`src/rtl/cardinal_nic_fifo_pkg.sv`:
```
// Shared constants for the FIFO-based cardinal NIC.
//   - PE register addresses
//   - bit positions inside CTRL and ERR
package cardinal_nic_pkg;

  localparam logic [2:0] ADDR_IN_DATA  = 3'b000;
  localparam logic [2:0] ADDR_IN_STAT  = 3'b001;
  localparam logic [2:0] ADDR_OUT_DATA = 3'b010;
  localparam logic [2:0] ADDR_OUT_STAT = 3'b011;
  localparam logic [2:0] ADDR_CTRL     = 3'b100;
  localparam logic [2:0] ADDR_ERR      = 3'b101;

  localparam int CTRL_IE        = 0;
  localparam int CTRL_FLUSH_IN  = 1;
  localparam int CTRL_FLUSH_OUT = 2;

  localparam int ERR_OVERFLOW   = 0;
  localparam int ERR_UNDERFLOW  = 1;

endpackage

```
`src/rtl/cardinal_nic_fifo_buf.sv`:
```
// nic_fifo: circular-buffer FIFO with occupancy count and synchronous flush.
// Ports:
//   clk, reset_n     clock, async active-low reset
//   push, pop, flush push din / drop head / empty the FIFO (flush wins)
//   din              write data
//   dout             current head entry
//   count            number of stored entries
//   full, empty      count == DEPTH / count == 0
// A push while full or a pop while empty is ignored.
module nic_fifo
  import cardinal_nic_pkg::*;
#(
  parameter int WIDTH = 64,
  parameter int DEPTH = 4,
  parameter int CNT_W = $clog2(DEPTH + 1)
) (
  input  logic             clk,
  input  logic             reset_n,
  input  logic             push,
  input  logic             pop,
  input  logic             flush,
  input  logic [WIDTH-1:0] din,
  output logic [WIDTH-1:0] dout,
  output logic [CNT_W-1:0] count,
  output logic             full,
  output logic             empty
);

  localparam int PTR_W = $clog2(DEPTH);

  logic [WIDTH-1:0] mem_q [DEPTH];
  logic [WIDTH-1:0] mem_d [DEPTH];
  logic [PTR_W-1:0] wr_ptr_q, wr_ptr_d;
  logic [PTR_W-1:0] rd_ptr_q, rd_ptr_d;
  logic [CNT_W-1:0] count_q, count_d;
  logic             push_ok, pop_ok;

  assign full  = (count_q == CNT_W'(DEPTH));
  assign empty = (count_q == '0);
  assign count = count_q;
  assign dout  = mem_q[rd_ptr_q];

  assign push_ok = push & ~full;
  assign pop_ok  = pop & ~empty;

  // DEPTH is a power of two, so pointer increments wrap on their own.
  always_comb begin
    mem_d    = mem_q;
    wr_ptr_d = wr_ptr_q;
    rd_ptr_d = rd_ptr_q;
    count_d  = count_q;
    if (flush) begin
      wr_ptr_d = '0;
      rd_ptr_d = '0;
      count_d  = '0;
    end else begin
      if (push_ok) begin
        mem_d[wr_ptr_q] = din;
        wr_ptr_d        = wr_ptr_q + 1'b1;
      end
      if (pop_ok) rd_ptr_d = rd_ptr_q + 1'b1;
      count_d = count_q + CNT_W'(push_ok) - CNT_W'(pop_ok);
    end
  end

  always_ff @(posedge clk or negedge reset_n) begin
    if (!reset_n) begin
      for (int i = 0; i < DEPTH; i++) mem_q[i] <= '0;
      wr_ptr_q <= '0;
      rd_ptr_q <= '0;
      count_q  <= '0;
    end else begin
      mem_q    <= mem_d;
      wr_ptr_q <= wr_ptr_d;
      rd_ptr_q <= rd_ptr_d;
      count_q  <= count_d;
    end
  end

endmodule

```
`src/rtl/cardinal_nic_fifo.sv`:
```
// cardinal_nic_fifo: NIC between a PE memory-mapped port and a router local
// port, with a FIFO in each direction, sticky error flags, soft flush and
// polarity-gated injection.
// Ports:
//   clk, reset_n            clock, async active-low reset
//   addr, d_in, d_out       PE register address, write data, read data
//   nicEn, nicWrEn          PE access enable, write (1) / read (0)
//   net_si, net_ri, net_di  router -> NIC handshake and packet
//   net_so, net_ro, net_do  NIC -> router handshake and packet
//   net_polarity            router polarity, gates injection by VC bit
//   irq                     registered interrupt, masked by CTRL.ie
module cardinal_nic_fifo
  import cardinal_nic_pkg::*;
#(
  parameter int PAC_WIDTH = 64,
  parameter int IN_DEPTH  = 4,
  parameter int OUT_DEPTH = 4,
  parameter int CNT_W     = $clog2(((IN_DEPTH > OUT_DEPTH) ? IN_DEPTH : OUT_DEPTH) + 1)
) (
  input  logic                 clk,
  input  logic                 reset_n,
  input  logic [2:0]           addr,
  input  logic [PAC_WIDTH-1:0] d_in,
  output logic [PAC_WIDTH-1:0] d_out,
  input  logic                 nicEn,
  input  logic                 nicWrEn,
  input  logic                 net_si,
  output logic                 net_ri,
  input  logic [PAC_WIDTH-1:0] net_di,
  output logic                 net_so,
  input  logic                 net_ro,
  output logic [PAC_WIDTH-1:0] net_do,
  input  logic                 net_polarity,
  output logic                 irq
);

  logic                 rd, wr;
  logic                 in_push, in_pop, in_flush, in_full, in_empty;
  logic                 out_push, out_pop, out_flush, out_full, out_empty;
  logic [CNT_W-1:0]     in_count, out_count;
  logic [PAC_WIDTH-1:0] in_head, out_head;
  logic                 overflow_evt, underflow_evt, vc_ok;
  logic [1:0]           err_q, err_d;
  logic                 ie_q, ie_d;
  logic                 irq_q, irq_d;

  assign rd = nicEn & ~nicWrEn;
  assign wr = nicEn & nicWrEn;

  // Full is taken from the registered count, so a same-cycle pop never frees a slot.
  assign underflow_evt = rd & (addr == ADDR_IN_DATA) & in_empty;
  assign overflow_evt  = wr & (addr == ADDR_OUT_DATA) & out_full;
  assign in_pop        = rd & (addr == ADDR_IN_DATA) & ~in_empty;
  assign out_push      = wr & (addr == ADDR_OUT_DATA) & ~out_full;
  assign in_flush      = wr & (addr == ADDR_CTRL) & d_in[CTRL_FLUSH_IN];
  assign out_flush     = wr & (addr == ADDR_CTRL) & d_in[CTRL_FLUSH_OUT];

  // Held low through reset so the router never hands over a packet that would be lost.
  assign net_ri  = reset_n & ~in_full;
  assign in_push = net_si & net_ri;

  // Only a head whose VC bit opposes the router polarity may leave; others block in order.
  assign vc_ok   = net_polarity ^ out_head[0];
  assign net_so  = ~out_empty & vc_ok;
  assign out_pop = net_so & net_ro;
  assign net_do  = out_head;
  assign irq     = irq_q;

  nic_fifo #(.WIDTH(PAC_WIDTH), .DEPTH(IN_DEPTH), .CNT_W(CNT_W)) u_in_fifo (
    .clk(clk), .reset_n(reset_n), .push(in_push), .pop(in_pop), .flush(in_flush),
    .din(net_di), .dout(in_head), .count(in_count), .full(in_full), .empty(in_empty)
  );

  nic_fifo #(.WIDTH(PAC_WIDTH), .DEPTH(OUT_DEPTH), .CNT_W(CNT_W)) u_out_fifo (
    .clk(clk), .reset_n(reset_n), .push(out_push), .pop(out_pop), .flush(out_flush),
    .din(d_in), .dout(out_head), .count(out_count), .full(out_full), .empty(out_empty)
  );

  always_comb begin
    d_out = '0;
    if (rd) begin
      case (addr)
        ADDR_IN_DATA:  d_out = in_empty ? '0 : in_head;
        ADDR_IN_STAT:  d_out = PAC_WIDTH'({in_count, in_full, in_empty});
        ADDR_OUT_STAT: d_out = PAC_WIDTH'({out_count, out_full, out_empty});
        ADDR_CTRL:     d_out = PAC_WIDTH'(ie_q);
        ADDR_ERR:      d_out = PAC_WIDTH'(err_q);
        default:       d_out = '0;
      endcase
    end
  end

  // An error event beats a same-cycle clear, so the clear comes first.
  always_comb begin
    err_d = err_q;
    ie_d  = ie_q;
    if (wr && addr == ADDR_ERR)  err_d = '0;
    if (overflow_evt)            err_d[ERR_OVERFLOW]  = 1'b1;
    if (underflow_evt)           err_d[ERR_UNDERFLOW] = 1'b1;
    if (wr && addr == ADDR_CTRL) ie_d = d_in[CTRL_IE];
    irq_d = ie_q & (~in_empty | (err_q != '0));
  end

  always_ff @(posedge clk or negedge reset_n) begin
    if (!reset_n) begin
      err_q <= '0;
      ie_q  <= 1'b0;
      irq_q <= 1'b0;
    end else begin
      err_q <= err_d;
      ie_q  <= ie_d;
      irq_q <= irq_d;
    end
  end

endmodule

```
`config.mk`:
```
export PLATFORM = sky130hd
export DESIGN_NAME = cardinal_nic_fifo
export DESIGN_NICKNAME = d
export VERILOG_FILES = /design/src/rtl/cardinal_nic_fifo_pkg.sv /design/src/rtl/cardinal_nic_fifo_buf.sv /design/src/rtl/cardinal_nic_fifo.sv
export SDC_FILE = /design/constraint.sdc
export NUM_CORES = 1
export LEC_CHECK = 0
export CORE_MARGIN = 2
export CORE_UTILIZATION = 40
export CTS_CLUSTER_DIAMETER = 100
export DETAILED_ROUTE_END_ITERATION = 10
export GPL_ROUTABILITY_DRIVEN = 0
export PLACE_DENSITY_LB_ADDON = 0.05
export SLEW_MARGIN = 0
export SYNTH_ARGS = -nofsm -noshare
export SYNTH_HDL_FRONTEND = slang
export SYNTH_SLANG_ARGS = --single-unit
```
`constraint.sdc`:
```
create_clock -name clk -period 4.8 [get_ports clk]
set_input_delay 0.96 -clock clk [delete_from_list [all_inputs] [get_ports clk]]
set_output_delay 0.96 -clock clk [all_outputs]
set_load 0.03 [all_outputs]
```
Word-level counts from Yosys, hierarchy flattened --
Index checks and enable logic that the tools add are counted.
Operators by class: equal/unequal tests 7, $lt $le $gt $ge 6, bitwise operators 33, multiplexer cells 28, add/subtract/negate cells 8, reduce and logical (&&, ||, !) cells 16
Operator list (number):
- 256-bit bitwise mux | 2
- 64-bit 2-to-1 mux | 8
- 64-bit one-hot mux with 5 select lines | 1
- 64-bit binary-select mux with 2-bit select | 2
- 64-bit demux with 2-bit select | 2
- 1-bit AND | 20
- 2-bit 2-to-1 mux | 9
- 2-bit nonzero test | 7
- 3-bit equality test (second input constant) | 4
- 3-bit >= comparator (second input constant) | 4
- 2-bit NOT with 3-bit output | 4
- 3-bit zero test | 3
- 2-bit by 1-bit adder with 2-bit output (second input constant) | 4
- 1-bit NOT | 7
- 3-bit by 1-bit adder with 3-bit output | 2
- 3-bit by 2-bit equality test with 1-bit output (second input constant) | 2
- 3-bit by 1-bit less-than comparator with 1-bit output (second input constant) | 2
- 3-bit 2-to-1 mux | 2
- 3-bit by 1-bit subtractor with 3-bit output | 2
- 1-bit logical AND | 4
- 2-bit AND reduction | 2
- 3-bit by 1-bit equality test with 1-bit output (second input constant) | 1
- 1-bit 2-to-1 mux | 2
- 1-bit bitwise OR | 1
- 1-bit bitwise XOR | 1
Storage, ports and cells: register bits after elaboration 530, output and inout port bits 131, logic and storage cells 116, bits of input ports 138

Logic depth before layout (Yosys ltp) --
depth after elaboration 10, depth in mapped cells 13

Cells and area by module --
From an unflattened synthesis, not the netlist that was laid out.
Second synthesis, totals: cell total of the unflattened synthesis 1454, area, all modules 26512.9 sq um
By module, submodules not included:
- nic_fifo at u_out_fifo | cells an instance 666, seq. area each 6581.3 sq um, times used 1, area each 12734.7 sq um
- nic_fifo at u_in_fifo | cells an instance 665, seq. area each 6581.3 sq um, times used 1, area each 12732.2 sq um
- cardinal_nic_fifo | cells an instance 123, seq. area each 100.1 sq um, times used 1, area each 1046.0 sq um

Least setup slack after synthesis --
OpenSTA, ideal clock, no wires.
path type input to register, start input addr[0], end register u_in_fifo.count_q[2] (netlist: u_in_fifo.count[2]), setup slack 1.448 ns, library setup time 0.122 ns, data required time 4.678 ns, arrival time 3.230 ns, buffers on the path 3, stages 13, path through clkbuf_1 -> nor3_1 -> and3_1 -> clkbuf_1 -> clkbuf_1 -> ha_1 -> inv_1 -> ha_1 -> inv_1 -> fa_1 -> xor2_1 -> xnor2_1 -> nor2_1
On the way: word-level cells in the longest chain between the ends 6
Ends and longest elaborated chain:
- start: declaration | RTL line cardinal_nic_fifo.sv:22 | input logic [2:0] addr,
- 3-bit zero test | RTL line cardinal_nic_fifo.sv:53 | assign in_pop = rd & (addr == ADDR_IN_DATA) & ~in_empty;
- 1-bit AND (2 in series) | RTL line cardinal_nic_fifo.sv:53
- 1-bit AND | RTL line cardinal_nic_fifo_buf.sv:44 | assign pop_ok = pop & ~empty;
- 3-bit by 1-bit subtractor with 3-bit output | RTL line cardinal_nic_fifo_buf.sv:62 | count_d = count_q + CNT_W'(push_ok) - CNT_W'(pop_ok);
- 3-bit 2-to-1 mux * | RTL line cardinal_nic_fifo_buf.sv:52 | if (flush) begin
- net u_in_fifo.count_d[2] | RTL line cardinal_nic_fifo_buf.sv:35 | logic [CNT_W-1:0] count_q, count_d;
- end signal: assignment | RTL line cardinal_nic_fifo_buf.sv:76 | count_q <= count_d;
- end: declaration | RTL line cardinal_nic_fifo_buf.sv:35
Mark *: on every way through the listed nets, which the timed path passes. The rest lies on a longest branch. A chain may end at the register's enable or synchronous reset.

Worst setup path in the final report --
start input addr[1], end output d_out[1]
On the way: word-level cells in the longest chain between the ends 3
Ends and longest elaborated chain:
- 3-bit equality test, or another cell as far along | RTL line cardinal_nic_fifo.sv:82 | case (addr)
- 64-bit one-hot mux with 5 select lines * | RTL line cardinal_nic_fifo.sv:82
- 64-bit 2-to-1 mux * | RTL line cardinal_nic_fifo.sv:81 | if (rd) begin
- end: declaration | RTL line cardinal_nic_fifo.sv:24 | output logic [PAC_WIDTH-1:0] d_out,
Mark *: on every way between the ends. The rest lies on a longest branch, timed or not.

==> out/qor.yml <==
chipHeight_um: 247
finalSetupTns_ps: 0
grt_pass1_vias: 14514
clk_latency_ps: 610
root_buffer: "clkbuf_16"
setup_ws_ps: 516
drtAntennaViolNets: 0
drc: 0
required_ps: 3840
clk_pin_slew_ps: 60
wirelength_um: 54300
cp-end-kind: "output pin"
via_per_inst: 5.27
setup_viol: 0
start_util_pct: 40.6
path_class: "input port to output pin"
area_growth_pct: 22.5
io_pins: 269
crit_path_max_fanout: 10
status: "complete, no violations"
met1_usage_pct: 24.0
tightest_slew_ps: 1080
grt_pass1_wl_um: 85900
antenna_found_initial: 5
max-slew-margin-rel_pct: 27.8
nNetsFinal: 1865
firstDrtPassIters: 4
grt-busiest-layer: "met2"
cp.arrival_ps: 3320
h-tree-depth: 2
dp_hpwl_um: 33800
rrSetupSlack_ps: 1840
num_rows: 88
synth.avg_cell_area_um2: 16.3
drive_gt1_share_pct: 44.4
synth_top_area_share_pct: 56.2
slew_violations: 0
cts.sinks: 530
io_buffers: 268
syn_area_um2: 23600
netlist_instances: 1445
avgRoutedWirePerCell_um: 21.6
core_um2: 58000
ctsResizeCount: 0
ys_ff_latch: 530
post_cts_buffers: 0
yosysUniqueCellTypes: 41
hold_viol_final: 0
die_w_um: 247
start_kind: "input port"
rsz0062_at_grt: "no"
cts_buffers: 58
power_density_nw_per_um2: 602
worstHoldPathType: "input port to async pin"
cap_violations: 0
cts_tree: "yes"
synthFlopType: "dfrtp_1"
drtIter0Drc: 504
peakVddDrop_v: 0.000299
fin_worst_skew_ps: 21.4
synth_fp_nets: 1597
holdBufCountCts: 0
yosys_warnings: 0
period_share_pct: 89.3
vias: 13278
p_leak_uw: 0.0129
synth_area_leader_cell: "dfrtp_1"
grt_overflow: 0
use_met2_pct: 31.5
grt_max_degree: 159
clockBufferDepth: 3
ys_top_cells_by_area: "dfrtp_1, mux2_2, mux4_2"
synthArstFlopShare_pct: 100
seq_area_frac_synth_pct: 56.2
synth-edff-count: 0
dieArea_um2: 60900
fmax_ghz: 0.233
dp_slack_ps: 533
grt.met3_usage_pct: 3.57
min_period_ps: 4280
track_usage_pct: 18.4
-- metrics by stage --
step | utilization (%) | area [µm²] | hold WS [ps] | total power, µW | std cells
2_1_floorplan | - | 23600 | 459 | 11200 | 1445
3_3_place_gp | 46.6 | 27100 | 468 | 13100 | 2418
3_5_place_dp | 46.6 | 27100 | 477 | 13300 | 2418
4_1_cts | 49.8 | 28900 | 255 | 17700 | 2518
5_1_grt | 49.8 | 28900 | 272 | 18400 | 2519
6_report | 49.8 | 28900 | 275 | 17400 | 2520
-- registers in the layout (all words and copies together) (netlist names), 3 cells and up --
register / cells
u_in_fifo.count: 3
u_in_fifo.mem_q: 256
u_out_fifo.count: 3
u_out_fifo.mem_q: 256
-- metal layers --
layer | share of wire [%] | wire (µm)
met4 | 1.6 | 845
met2 | 50 | 27400
met5 | 0.077 | 42
met3 | 4.4 | 2410
met1 | 44 | 23700
-- kinds of logic (layout without fill, tap and decap cells) --
family / count (synthesis) / after routing / share of synthesized area, %
muxes: 649 / 649 / 37.0
DFF: 530 / 530 / 56.2
and+or+nand+nor: 121 / 121 / 3.09
buffers and inverters: 100 / 408 / 1.86
AOI/OAI and AO/OA: 22 / 22 / 0.647
adders and majority gates: 14 / 14 / 0.807
xor gates and xnor gates: 9 / 9 / 0.334
other: 0 / 2 / 0
-- power breakdown --
part | internal, µW | switching (µW) | leakage (µW)
registers | 6180 | 974 | 0.00672
clock network | 2550 | 1760 | 0.000890
logic | 3430 | 2490 | 0.00531
-- worst paths after layout --
kind,startpoint,endpoint,cells after the start
max,addr[1],d_out[1],6
min,reset_n,u_out_fifo.mem_q[116],1
max reg2reg,u_out_fifo.rd_ptr_q[0],u_out_fifo.count[2],11
min reg2reg,u_out_fifo.mem_q[252],u_out_fifo.mem_q[252],1
max in group asynchronous,reset_n,u_out_fifo.mem_q[220],3
min in group clk,u_out_fifo.mem_q[252],u_out_fifo.mem_q[252],1
-- area by class of cell --
class                           instances  area, µm²
Inverter                               11       41.3
Sequential cell                       530      13300
Tap cell                              765        957
Timing Repair Buffer                  297       2870
Clock buffer                           92       1730
Fill cell                            4984      29100
Antenna cell                            2       5.00
Multi-Input combinational cell        815       9910
Clock inverter                          8       92.6
-- synth_stat cells, types with 3 or more instances --
cell type / n
a21oi_1: 8
and2_1: 62
and3_1: 4
buf_1: 10
buf_2: 51
clkbuf_1: 28
dfrtp_1: 530
ha_1: 12
inv_1: 11
mux2_1: 45
mux2_2: 469
mux2i_1: 8
mux4_2: 127
nand2_1: 11
nand2_4: 4
nand2b_1: 3
nand3_2: 4
nor2_1: 16
nor2b_1: 4
nor3_1: 3
o21ai_0: 6
xnor2_1: 7
-- worst max-delay path: stages --
cell and delay (ps):
clkdlybuf4s50_1 710, nand2b_1 210, nor4b_1 400, nand2_1 110, a31oi_1 160, clkdlybuf4s50_1 750
-- placed cells by master (no fill, tap or decap), drive strengths merged, types with 8 or more instances in the layout --
cell type / synthesis / final
inv: 11 / 11
nand2: 15 / 15
mux2i: 8 / 8
nor2: 16 / 16
mux2: 514 / 514
clkbuf: 28 / 92
buf: 61 / 89
ha: 12 / 12
and2: 63 / 63
a21oi: 8 / 8
dfrtp: 530 / 530
mux4: 127 / 127
clkdlybuf4s50: 0 / 208
Power figures use the tool's default switching activity.
